<file path="src/rtl/boot_loader.sv">
// boot_loader: streams a little-endian program image from a byte receiver into
// word-addressed memory while holding the RV32I core in reset, then releases
// the core and passes its bus straight through to memory.
// Build option: define BOOT_LOADER_CHECKSUM_EN to require a trailing XOR
// checksum byte after the payload before the core is released.
module boot_loader #(
    parameter int MEM_WORDS     = 16384,
    parameter int BASE_WORD     = 0,
    parameter int RELEASE_DELAY = 4
) (
    input  logic        clock,
    input  logic        reset,
    input  logic        rx_valid,
    input  logic [7:0]  rx_data,
    output logic        rx_ready,
    output logic        cpu_reset,
    input  logic [31:0] cpu_addr,
    input  logic [31:0] cpu_data_w,
    input  logic [3:0]  cpu_mask_w,
    input  logic        cpu_write,
    output logic [31:0] mem_addr,
    output logic [31:0] mem_data_w,
    output logic [3:0]  mem_mask_w,
    output logic        mem_write,
    output logic        done,
    output logic        error
);

    typedef enum logic [2:0] {
        ST_HEADER,
        ST_PAYLOAD,
        ST_CHECK,
        ST_RELEASE,
        ST_RUN,
        ST_ERROR
    } state_t;

`ifdef BOOT_LOADER_CHECKSUM_EN
    localparam state_t ST_AFTER_PAYLOAD = ST_CHECK;
`else
    localparam state_t ST_AFTER_PAYLOAD = ST_RELEASE;
`endif

    state_t      state_reg, state_next;
    logic [1:0]  byte_cnt_reg, byte_cnt_next;
    logic [31:0] word_cnt_reg, word_cnt_next;
    logic [31:0] n_reg, n_next;
    logic [31:0] rel_cnt_reg, rel_cnt_next;
    logic        ld_write_reg, ld_write_next;
    logic [31:0] ld_addr_reg, ld_addr_next;
    logic [31:0] ld_data_reg, ld_data_next;
    logic [3:0]  ld_mask_reg, ld_mask_next;
`ifdef BOOT_LOADER_CHECKSUM_EN
    logic [7:0]  csum_reg, csum_next;
`endif

    logic [7:0]  asm_reg  [4];
    logic [7:0]  asm_next [4];
    logic [31:0] asm_word;
    logic        rx_accept;

    // Byte is taken only while the loader is still consuming the stream
    assign rx_ready  = (state_reg == ST_HEADER) || (state_reg == ST_PAYLOAD) ||
                       (state_reg == ST_CHECK);
    assign rx_accept = rx_valid && rx_ready;

    // Full word as it will look once the current byte (the 4th) is added
    assign asm_word  = {rx_data, asm_reg[2], asm_reg[1], asm_reg[0]};

    genvar gi;
    generate
        for (gi = 0; gi < 4; gi++) begin : g_lane
            assign asm_next[gi] = (rx_accept && (byte_cnt_reg == 2'(gi))) ? rx_data : asm_reg[gi];

            // Each byte lane captures the incoming byte when it is its turn
            always_ff @(posedge clock) begin
                if (reset) begin
                    asm_reg[gi] <= '0;
                end else begin
                    asm_reg[gi] <= asm_next[gi];
                end
            end
        end
    endgenerate

    // State register and load-side datapath registers
    always_ff @(posedge clock) begin
        if (reset) begin
            state_reg    <= ST_HEADER;
            byte_cnt_reg <= '0;
            word_cnt_reg <= '0;
            n_reg        <= '0;
            rel_cnt_reg  <= '0;
            ld_write_reg <= 1'b0;
            ld_addr_reg  <= '0;
            ld_data_reg  <= '0;
            ld_mask_reg  <= '0;
`ifdef BOOT_LOADER_CHECKSUM_EN
            csum_reg     <= '0;
`endif
        end else begin
            state_reg    <= state_next;
            byte_cnt_reg <= byte_cnt_next;
            word_cnt_reg <= word_cnt_next;
            n_reg        <= n_next;
            rel_cnt_reg  <= rel_cnt_next;
            ld_write_reg <= ld_write_next;
            ld_addr_reg  <= ld_addr_next;
            ld_data_reg  <= ld_data_next;
            ld_mask_reg  <= ld_mask_next;
`ifdef BOOT_LOADER_CHECKSUM_EN
            csum_reg     <= csum_next;
`endif
        end
    end

    // Next-state logic: header parse, word assembly/write, release countdown
    always_comb begin
        state_next    = state_reg;
        byte_cnt_next = byte_cnt_reg;
        word_cnt_next = word_cnt_reg;
        n_next        = n_reg;
        rel_cnt_next  = '0;
        ld_write_next = 1'b0;
        ld_addr_next  = ld_addr_reg;
        ld_data_next  = ld_data_reg;
        ld_mask_next  = ld_mask_reg;
`ifdef BOOT_LOADER_CHECKSUM_EN
        csum_next     = csum_reg;
`endif
        case (state_reg)
            ST_HEADER: begin
                if (rx_accept) begin
                    byte_cnt_next = byte_cnt_reg + 2'd1;
                    if (byte_cnt_reg == 2'd3) begin
                        n_next        = asm_word;
                        word_cnt_next = '0;
                        if (asm_word > 32'(MEM_WORDS)) begin
                            state_next = ST_ERROR;
                        end else if (asm_word == 32'd0) begin
                            state_next = ST_AFTER_PAYLOAD;
                        end else begin
                            state_next = ST_PAYLOAD;
                        end
                    end
                end
            end
            ST_PAYLOAD: begin
                if (rx_accept) begin
                    byte_cnt_next = byte_cnt_reg + 2'd1;
`ifdef BOOT_LOADER_CHECKSUM_EN
                    csum_next     = csum_reg ^ rx_data;
`endif
                    if (byte_cnt_reg == 2'd3) begin
                        ld_write_next = 1'b1;
                        ld_addr_next  = 32'(BASE_WORD) + word_cnt_reg;
                        ld_data_next  = asm_word;
                        ld_mask_next  = 4'b1111;
                        word_cnt_next = word_cnt_reg + 32'd1;
                        if (word_cnt_reg == n_reg - 32'd1) begin
                            state_next = ST_AFTER_PAYLOAD;
                        end
                    end
                end
            end
`ifdef BOOT_LOADER_CHECKSUM_EN
            ST_CHECK: begin
                if (rx_accept) begin
                    state_next = (rx_data == csum_reg) ? ST_RELEASE : ST_ERROR;
                end
            end
`endif
            ST_RELEASE: begin
                rel_cnt_next = rel_cnt_reg + 32'd1;
                if (rel_cnt_reg == 32'(RELEASE_DELAY - 1)) begin
                    state_next = ST_RUN;
                end
            end
            ST_RUN: begin
            end
            ST_ERROR: begin
            end
            default: begin
                state_next = ST_ERROR;
            end
        endcase
    end

    // Memory port: core bus passes through untouched in RUN, loader owns it otherwise
    always_comb begin
        if (state_reg == ST_RUN) begin
            mem_addr   = cpu_addr;
            mem_data_w = cpu_data_w;
            mem_mask_w = cpu_mask_w;
            mem_write  = cpu_write;
        end else begin
            mem_addr   = ld_addr_reg;
            mem_data_w = ld_data_reg;
            mem_mask_w = ld_mask_reg;
            mem_write  = ld_write_reg && (state_reg != ST_ERROR);
        end
    end

    assign cpu_reset = (state_reg != ST_RUN);
    assign done      = (state_reg == ST_RUN);
    assign error     = (state_reg == ST_ERROR);

endmodule

</file>
<file path="config.mk">
export PLATFORM = sky130hd
export DESIGN_NAME = boot_loader
export DESIGN_NICKNAME = d
export VERILOG_FILES = /design/src/rtl/boot_loader.sv
export SDC_FILE = /design/constraint.sdc
export NUM_CORES = 1
export LEC_CHECK = 0
export ABC_AREA = 1
export CAP_MARGIN = 40
export CORE_ASPECT_RATIO = 1.1
export CORE_MARGIN = 2
export CORE_UTILIZATION = 25
export DETAILED_ROUTE_END_ITERATION = 12
export PLACE_DENSITY = 0.44
export SETUP_SLACK_MARGIN = 0.02
export SYNTH_ARGS = -nofsm -noshare
export SYNTH_HDL_FRONTEND = slang
export SYNTH_SLANG_ARGS = --single-unit
</file>
<file path="constraint.sdc">
create_clock -name clock -period 2 [get_ports clock]
set_clock_uncertainty 0.1 [all_clocks]
set_input_delay 0.5 -clock clock [delete_from_list [all_inputs] [get_ports clock]]
set_output_delay 0.5 -clock clock [all_outputs]
set_load 0.03 [all_outputs]
</file>
; Word-level counts from Yosys, hierarchy flattened
; Memory sizes are Yosys's and may differ from the RTL's.
; Cells that the tools add are included.
[word_totals]
elab_cells = 94
register_bits = 167
inputBits = 80
mem_bits_rw = 32
out_inout_bits = 73
memories = 1
[op_classes]
reduce_logical = 22
order_cmp = 1
n_eq_ne = 19
mux = 30
n_addsub = 4
bitwise_logic = 8
[memory_table]
columns = memory, depth, width, read_ports, rd_clocked_by_memory_dff, wr, line_no
row1 = asm_reg, 4, 8, 3, 0, 4, 57  ; logic [7:0] asm_reg [4];
[op_table]
columns = op, count
row1 = 2-to-1 mux 32 bit, 6
row2 = adder 32 x 1 -> 32 bit (second input constant), 2
row3 = 2-to-1 mux 8 bit, 8
row4 = one-hot mux 32 bit (2 select lines), 1
row5 = == test 32 x 2 -> 1 bit (second input constant), 1
row6 = == test 32 bit, 1
row7 = greater-than comparator 32 x 15 -> 1 bit (second input constant), 1
row8 = zero test 32 bit, 1
row9 = subtractor 32 x 1 -> 32 bit (second input constant), 1
row10 = 2-to-1 mux 3 bit, 7
row11 = one-hot mux 3 bit (4 select lines), 1
row12 = AND reduction 7 bit, 1
row13 = == test 3 x 2 -> 1 bit (second input constant), 2
row14 = == test 3 bit (second input constant), 2
row15 = logical AND 1 bit, 6
row16 = inequality test 2 x 1 -> 1 bit (second input constant), 3
row17 = inequality test 2 bit (second input constant), 3
row18 = inequality test 3 bit (second input constant), 2
row19 = AND reduction 3 bit, 2
row20 = OR reduction 2 bit, 3
row21 = 2-to-1 mux 1 bit, 5
row22 = AND reduction 5 bit, 1
row23 = == test 2 bit (second input constant), 2
row24 = 2-to-1 mux 4 bit, 1
row25 = other kinds (13), 21

; Longest topological paths before layout
; Gate-level depths: netlist of run 1.
[logic_depth]
word_depth = 8
mapped_depth = 17
ltp_nobuf = 17

; Worst setup path after synthesis of run 1
; No wires, ideal clock.
[synth_timing]
path_kind = register to output
startpoint = register state_reg[2]
endpoint = output mem_addr[22]
arrival_ns = 1.729
n_path_buf = 1
path_slack_ns = -0.329
required_ns = 1.400
path_stages_with_launch = 8
path_cell_list = dfxtp_1 inv_2 nor2_1 inv_1 nor2_1 clkbuf_1 nand2_1 nand2_1
[synth_via]
elab_chain_cells = 2
[synth_lines]
columns = item, line_no
row1 = start: declaration, 44  ; state_t state_reg, state_next;
row2 = start signal: assignment, 102  ; state_reg <= state_next;
row3 = == test 3 bit, -
row4 = named net done, 25  ; output logic done,
row5 = 2-to-1 mux 32 bit, 191  ; if (state_reg == ST_RUN) begin
row6 = end: declaration, 21  ; output logic [31:0] mem_addr,
; The timed path passes the listed nets, and every way through them passes these cells.

; Final worst setup path of run 1
[layout_timing]
startpoint = register state_reg[2]
endpoint = output mem_addr[26]
[layout_via]
elab_chain_cells = 2
[layout_lines]
columns = item, line_no
row1 = == test 3 bit, 191
row2 = 2-to-1 mux 32 bit, 191
; No other way between the ends.

==> impl_metrics.json, run 1 <==
{
  "violations": "setup timing",
  "die_width_um": 194,
  "dp_hpwl_mm": 26.3,
  "wl_per_cell_um": 15.1,
  "period_needed_ns": 2.43,
  "synth.net_count": 1582,
  "synth_seq_area_share_pct": 38.7,
  "grt_max_degree": 55,
  "syn2layout_area_growth_pct": 61.3,
  "post-place-ws_ns": -0.608,
  "fmax_ghz": 0.411,
  "hold_viol": 0,
  "initial_core_util_pct": 25.3,
  "final_common_cell": "nand2_1",
  "synth_ff_type": "dfxtp_1",
  "status": "finished with violations",
  "ys_ff_latch": 191,
  "overflow": 0,
  "cp.required_ns": 1.40,
  "grt_pass1_wl_mm": 55.4,
  "min_period_over_period_pct": 122,
  "synth_top_area_share_pct": 38.7,
  "die_y_um": 212,
  "vias": 10800,
  "critPathMaxFanout": 7,
  "final_cells": 2387,
  "drt_iter0_drc": 643,
  "max_cap_viol_count": 0,
  "cts.path.max_buffers": 2,
  "ys_types": 50,
  "htree_levels": 4,
  "final_cell_mix": "260 x nand2_1, 216 x buf_4, 174 x dfxtp_1",
  "nets": 1954,
  "die-area_um2": 41100,
  "ys_warn_count": 0,
  "relSlewSlack_pct": 68.1,
  "stdcell_area_um2": 15900,
  "setup_slack_ns": -0.430,
  "dr.pass1.iters": 5,
  "synth_largest_area_cell": "dfxtp_1",
  "dpl_cell_area_um2": 13500,
  "crit_arrival_ns": 1.83,
  "setup_violations": 97,
  "cts_tree": "built",
  "drive_above_1_share_pct": 35.5,
  "row_count": 76,
  "synth_edf_count": 0,
  "antenna_found_initial": 0,
  "async_reset_ff_share_pct": 0,
  "place.gp.congestion": 0.844,
  "grt.total_usage_pct": 16.9,
  "drv_slew": 0,
  "diodes": 0,
  "drc": 0,
  "start_kind": "flop",
  "clock_latency_ns": 0.44,
  "viasPerCell": 4.54,
  "numCtsBuffers": 17,
  "dp.cells": 2305,
  "io_buffer_count": 152,
  "ir_drop_mv": 0.582,
  "rsz0062_at_grt": "true",
  "synth_cells": 1495,
  "core_um2": 39100,
  "cts-root-buf": "clkbuf_16",
  "clock_sinks": 191,
  "drt_wl_total_mm": 36.0,
  "power.leakage_nw": 6.93,
  "cts_hold_buffers": 0,
  "worst_slew_pin_slew_ns": 0.475,
  "critPathKind": "flop to output port",
  "synthTopCellsByArea": "dfxtp_1 39%, nand2_1 15%, a21oi_1 7.8%",
  "clkTransAtPathRegs_ns": 0.08,
  "io_pins": 153,
  "grt_pass1_vias": 10500,
  "end_kind": "output port",
  "fillers": 4119,
  "antenna_left": 0,
  "p_per_area_nw_per_um2": 546,
  "hp-class": "flop to flop",
  "syn_area_um2": 9880,
  "postSynthAreaPerCell_um2": 6.61
}
==> layout make-up <==
type	count	area (um2)	share of cell area, %
sequential	191	3850	24.2
timing repair buffer	419	4140	26.0
clock buffer	19	453	2.84
clock inverter	13	104	0.651
inverter	156	614	3.85
tap	507	634	3.98
multi-input combinational	1082	6140	38.5
==> final timing paths <==
check	end	slack, ns	depth (start not counted)	startpoint
max	mem_addr[26]	-0.43	10	state_reg[2]
min	n_reg[30]	0.37	2	n_reg[30]
max reg2reg	word_cnt_reg[28]	-0.21	17	state_reg[2]
min reg2reg	n_reg[30]	0.37	2	n_reg[30]
==> through the flow <==
step	TNS (ns)	hold WS (ns)	power, W	utilization (%)
2_1_floorplan	0	0.337	0.00460	-
3_3_place_gp	-41.34	0.345	0.00524	34.5
3_5_place_dp	-44.37	0.362	0.00525	34.5
4_1_cts	-34.38	0.367	0.00873	38.1
5_1_grt	-42.07	0.389	0.00912	40.8
6_report	-30.16	0.371	0.00870	40.8
==> where the power goes <==
group          leakage [nW]  internal, W  switching (W)
Combinational          5.11     0.000706       0.000736
Sequential             1.55      0.00386      0.0000510
Clock                 0.270      0.00169        0.00166
==> synthesized netlist by cell type, types with 6 or more instances <==
cell type,n
nor2_1,152
ha_1,7
o21ai_0,132
nor3_1,30
nand3b_1,6
a21oi_1,154
nand4_1,21
nand3_1,63
xnor2_1,14
nand2_2,8
dfxtp_1,191
inv_1,140
nor2_4,7
clkbuf_1,56
buf_2,7
inv_2,14
o21ai_1,6
xor2_1,20
nand2_1,399
nor4_1,13
nor2_2,7
==> per-layer routing <==
layer	wire length, um	up-vias	track usage (%)
met3	979	29	2.17
met5	0	-	0
met4	502	0	3.74
met2	18300	144	30.6
li1	-	5587	-
met1	16300	5072	21.5
==> critical path: stages, from the launching register on <==
cell	delay, ns
dfxtp_2	0.34
inv_2	0.04
nor2_2	0.08
inv_2	0.06
nor2_4	0.17
buf_12	0.14
buf_12	0.14
clkbuf_16	0.17
nand2_2	0.05
nand2_2	0.06
buf_6	0.12
==> kinds of logic after synthesis <==
group | count (synthesis) | share of synthesized area, %
AO/OA/AOI/OAI | 312 | 16.4
XOR/XNOR | 34 | 3.01
adder cells (fa/ha/maj) | 7 | 0.886
buffers and inverters | 222 | 8.71
flip-flops | 191 | 38.7
AND/OR/NAND/NOR | 729 | 32.3
==> repair_timing <==
| action | in CTS | in global routing |
|---|---|---|
| endpoints found under the setup margin | 95 | 110 |
| cloned | 4 | 7 |
| pin swaps | 30 | 60 |
| buffers inserted | 17 | 24 |
| resized for setup | 208 | 218 |
Power figures use the tool's default switching activity.
==> run 2: changes to the inputs <==
--- a/config.mk
+++ b/config.mk
@@ -11,6 +11,7 @@
 export CORE_MARGIN = 2
 export CORE_UTILIZATION = 25
 export DETAILED_ROUTE_END_ITERATION = 12
+export GPL_TIMING_DRIVEN = 0
 export PLACE_DENSITY = 0.44
 export SETUP_SLACK_MARGIN = 0.02
 export SYNTH_ARGS = -nofsm -noshare
==> impl_metrics.json, run 2 (synthesis results as in run 1) <==
{
  "status": "finished with violations",
  "violations": "setup timing",
  "final_cell_mix": "279 x nand2_1, 167 x dfxtp_1, 148 x a21oi_1",
  "critPathTopFamily": "buffers and inverters",
  "p_per_area_nw_per_um2": 582,
  "clock_latency_ns": 0.45,
  "crit_start": "state_reg[2]",
  "final_cells": 2289,
  "rsz0062_at_grt": "true",
  "cpPeakStageDelay_ns": 0.35,
  "min_period_over_period_pct": 129,
  "ir_drop_mv": 0.588,
  "drv_slew": 0,
  "dp_hpwl_mm": 27.2,
  "fmax_ghz": 0.386,
  "multi_input_area_um2": 6320,
  "setup_slack_ns": -0.590,
  "max_cap_viol_count": 0,
  "dp.cells": 2154,
  "grt.total_usage_pct": 17.6,
  "drive_above_1_share_pct": 30.8,
  "die_width_um": 194,
  "crit_arrival_ns": 1.99,
  "drt_wl_total_mm": 37.2,
  "clock_sinks": 191,
  "holdCritStartpoint": "rel_cnt_reg[0]",
  "start_kind": "flop",
  "hold_viol": 0,
  "cts_hold_buffers": 0,
  "grt_pass1_vias": 10200,
  "fin_total_pwr_w": 0.00898,
  "cp.required_ns": 1.40,
  "overflow": 0,
  "fillers": 4103,
  "relSlewSlack_pct": 56.6,
  "io_pins": 153,
  "place.gp.congestion": 0.891,
  "vias": 10700,
  "dr.pass1.iters": 5,
  "grt.busiest_layer": "met2",
  "hp-class": "flop to flop",
  "worst_slew_pin_slew_ns": 0.652,
  "nets": 1856,
  "die_y_um": 212,
  "diodes": 0,
  "die-area_um2": 41100,
  "grt_use_met1_pct": 22.0,
  "core_um2": 39100,
  "numCtsBuffers": 17,
  "cts-root-buf": "clkbuf_16",
  "htree_levels": 4,
  "antenna_left": 0,
  "rr_startpoint": "state_reg[1]",
  "wl_per_cell_um": 16.2,
  "grt_pass1_wl_mm": 56.3,
  "setup_violations": 118,
  "power.leakage_nw": 6.54,
  "use_met2_pct": 31.7,
  "critPathMaxFanout": 8,
  "period_needed_ns": 2.59,
  "syn2layout_area_growth_pct": 56.1,
  "cts.path.max_buffers": 2,
  "io_buffer_count": 151,
  "drt_iter0_drc": 546,
  "viasPerCell": 4.66,
  "crit_path_top_delay_cell": "dfxtp_4",
  "end_kind": "output port",
  "antenna_found_initial": 0,
  "initial_core_util_pct": 25.3,
  "path_cells": "inv_4 > nor2_4 > inv_2 > nor2_4 > buf_12 > buf_4 > buf_8 > buf_8 > buf_12 > a22o_4 > buf_6",
  "grt_use_met3_pct": 2.68,
  "grt_max_degree": 20,
  "worstPathBufferInverterCount": 8,
  "regArea_um2": 3870,
  "drc": 0,
  "clkTransAtPathRegs_ns": 0.07,
  "final_common_cell": "nand2_1",
  "row_count": 76,
  "cts_tree": "built",
  "critPathKind": "flop to output port"
}
run 2: changes by cell type in the layout (fill, tap and decap cells not counted), sizes merged:
| cell | change |
|---|---|
| clkdlybuf4s50 | -1 |
| clkbuf | +40 |
| inv | -1 |
| buf | -138 |
| bufinv | +2 |
run 2: per-layer routing:
layer | vias to the layer above | wire length, um
li1 | 5409 | -
met1 | 5015 | 16600
met2 | 197 | 18800
met3 | 35 | 1240
met4 | 0 | 519
met5 | - | 0
run 2: timing repair:
item	in CTS	in global routing
gates cloned	6	5
hold endpoints to repair	0	0
endpoints found under the setup margin	213	217
buffers inserted	52	50
pin swaps	37	53
resized for setup	788	250
run 2: final timing paths:
check                     end  slack [ns]  depth (start not counted)
max reg2reg  word_cnt_reg[30]       -0.23                         13
min reg2reg    rel_cnt_reg[0]        0.37                          1
max                 mem_write       -0.59                         11
min            rel_cnt_reg[0]        0.37                          1
run 2: area by class of cell:
type                            instances  share of cell area (%)
Tap cell                              507                    4.11
Clock buffer                           18                    2.78
Multi-Input combinational cell       1082                    41.0
Timing Repair Buffer                  260                    17.6
Clock inverter                         14                    1.25
Inverter                              156                    4.19
Buffer                                 61                    3.94
Sequential cell                       191                    25.1
run 2: through the flow:
step | instance area (um2) | worst slack, ns | util (%) | TNS, ns | hold slack [ns]
2_1_floorplan | 10000 | 0.0285 | - | 0 | 0.337
3_3_place_gp | 12200 | -1.57 | 31.1 | -195.50 | 0.349
3_5_place_dp | 12200 | -1.49 | 31.2 | -192.13 | 0.351
4_1_cts | 14400 | -0.608 | 36.7 | -41.58 | 0.362
5_1_grt | 15400 | -0.667 | 39.5 | -53.52 | 0.376
6_report | 15400 | -0.590 | 39.5 | -38.39 | 0.365
run 2: power breakdown:
part / internal, W / switching (W)
Clock: 0.00192 / 0.00180
Sequential: 0.00385 / 0.0000559
Combinational: 0.000597 / 0.000751
==> run 3: changes to the inputs <==
--- a/config.mk
+++ b/config.mk
@@ -7,11 +7,12 @@
 export LEC_CHECK = 0
 export ABC_AREA = 1
 export CAP_MARGIN = 40
-export CORE_ASPECT_RATIO = 1.1
+export CORE_ASPECT_RATIO = 0.5
 export CORE_MARGIN = 2
 export CORE_UTILIZATION = 25
 export DETAILED_ROUTE_END_ITERATION = 12
 export GPL_TIMING_DRIVEN = 0
+export HOLD_SLACK_MARGIN = 0.02
 export PLACE_DENSITY = 0.44
 export SETUP_SLACK_MARGIN = 0.02
 export SYNTH_ARGS = -nofsm -noshare
==> impl_metrics.json, run 3 (synthesis results as in run 1) <==
{
  "drv_slew": 0,
  "crit_arrival_ns": 1.97,
  "ff2ff_setup_slack_ns": -0.22,
  "row_count": 51,
  "drc": 0,
  "overflow": 0,
  "die-area_um2": 41200,
  "drive_above_1_share_pct": 29.4,
  "clock_latency_ns": 0.46,
  "setup_violations": 129,
  "wl_met2_mm": 16.7,
  "htree_levels": 4,
  "io_pins": 153,
  "period_needed_ns": 2.57,
  "final_cell_mix": "285 x nand2_1, 163 x dfxtp_1, 148 x a21oi_1",
  "grt_pass1_vias": 9878,
  "stdcell_area_um2": 14700,
  "diodes": 0,
  "cp.required_ns": 1.40,
  "cts.path.max_buffers": 2,
  "die_y_um": 145,
  "grt_max_degree": 19,
  "hold_end": "rel_cnt_reg[31]",
  "crit_start": "state_reg[2]",
  "power.leakage_nw": 6.15,
  "violations": "setup timing",
  "numCtsBuffers": 17,
  "setup_tns_ns": -39.30,
  "io_buffer_count": 151,
  "critPathKind": "flop to output port",
  "setup_slack_ns": -0.573,
  "final_cells": 2279,
  "hold_path_depth": 2,
  "drt_iter0_drc": 809,
  "dp.cells": 2176,
  "end_kind": "output port",
  "clock_sinks": 191,
  "fmax_ghz": 0.389,
  "place.gp.congestion": 0.844,
  "dr.pass1.iters": 5,
  "relSlewSlack_pct": 52.5,
  "min_period_over_period_pct": 129,
  "core_um2": 38900,
  "status": "finished with violations",
  "wl_met1_mm": 19.7,
  "die_width_um": 285,
  "rsz0062_at_grt": "true",
  "syn2layout_area_growth_pct": 48.4,
  "wl_per_cell_um": 16.9,
  "initial_core_util_pct": 25.4,
  "rr_startpoint": "state_reg[2]",
  "dpl_cell_area_um2": 12200,
  "hold_viol": 0,
  "dp_hpwl_mm": 29.1,
  "critPathMaxFanout": 8,
  "max_cap_viol_count": 0,
  "grt_pass1_wl_mm": 58.1,
  "cts-root-buf": "clkbuf_16",
  "grt.total_usage_pct": 18.6,
  "viasPerCell": 4.59,
  "drt_wl_total_mm": 38.6,
  "antenna_left": 0,
  "vias": 10500,
  "p_per_area_nw_per_um2": 594,
  "top_layer": "met4",
  "ir_drop_mv": 0.590,
  "timing.rr.end": "word_cnt_reg[30]",
  "final_common_cell": "nand2_1",
  "clkTransAtPathRegs_ns": 0.08,
  "antenna_found_initial": 0,
  "holdCritStartpoint": "rel_cnt_reg[31]",
  "worst_slew_pin_slew_ns": 0.712,
  "r2r_cells": 14,
  "cts_tree": "built",
  "wl_met3_mm": 1.41,
  "hp-class": "flop to flop",
  "nets": 1823,
  "fillers": 4211,
  "start_kind": "flop"
}
## run 3: power by group
| part | internal, W | switching [W] |
|---|---|---|
| registers | 0.00386 | 0.0000653 |
| clock network | 0.00180 | 0.00171 |
| logic | 0.000546 | 0.000732 |
## run 3: critical path, stage by stage, from the launching register on
cell       delay, ns
dfxtp_4         0.37
inv_4           0.04
nor2_4          0.12
inv_2           0.06
nor2_4          0.19
inv_4           0.09
clkbuf_16       0.21
clkbuf_16       0.18
nand2_4         0.06
nand2_2         0.05
buf_6           0.13
## run 3: worst max path at each step
| stage | end | slack (ns) | depth (start not counted) |
|---|---|---|---|
| final | mem_data_w[20] | -0.57 | 10 |
| after global routing | mem_data_w[26] | -0.64 | 10 |
| after CTS | mem_addr[3] | -0.65 | 10 |
| after detailed placement | mem_data_w[15] | -1.57 | 10 |
| after global placement | mem_data_w[15] | -1.62 | 10 |
| after floorplan | mem_addr[0] | 0.03 | 9 |
## run 3: layer usage
layer / track usage [%] / vias up
li1: - / 5346
met1: 26.6 / 4915
met2: 27.8 / 173
met3: 4.01 / 37
met4: 5.43 / 0
met5: 0 / -
## run 3: area by class of cell
type / instances / area (um2) / area share, %
Multi-Input combinational cell: 1082 / 6230 / 42.5
Sequential cell: 191 / 3870 / 26.4
Timing Repair Buffer: 227 / 2200 / 15.0
Tap cell: 530 / 663 / 4.52
Inverter: 156 / 632 / 4.31
Buffer: 61 / 485 / 3.31
Clock buffer: 18 / 439 / 2.99
Clock inverter: 14 / 150 / 1.02
## run 3: what timing repair did
action | in CTS | in global routing
buffers inserted | 52 | 24
gates cloned | 3 | 3
gates resized for setup | 734 | 152
endpoints found under the setup margin | 236 | 221
hold buffers | 0 | 0
pin swaps | 63 | 48
## run 3: metrics by stage
stage	util (%)	setup WS [ns]	total power (W)	hold WS, ns
2_1_floorplan	-	0.0285	0.00460	0.337
3_3_place_gp	31.3	-1.62	0.00506	0.352
3_5_place_dp	31.3	-1.57	0.00506	0.354
4_1_cts	36.1	-0.651	0.00874	0.381
5_1_grt	37.7	-0.644	0.00909	0.405
6_report	37.7	-0.573	0.00871	0.376
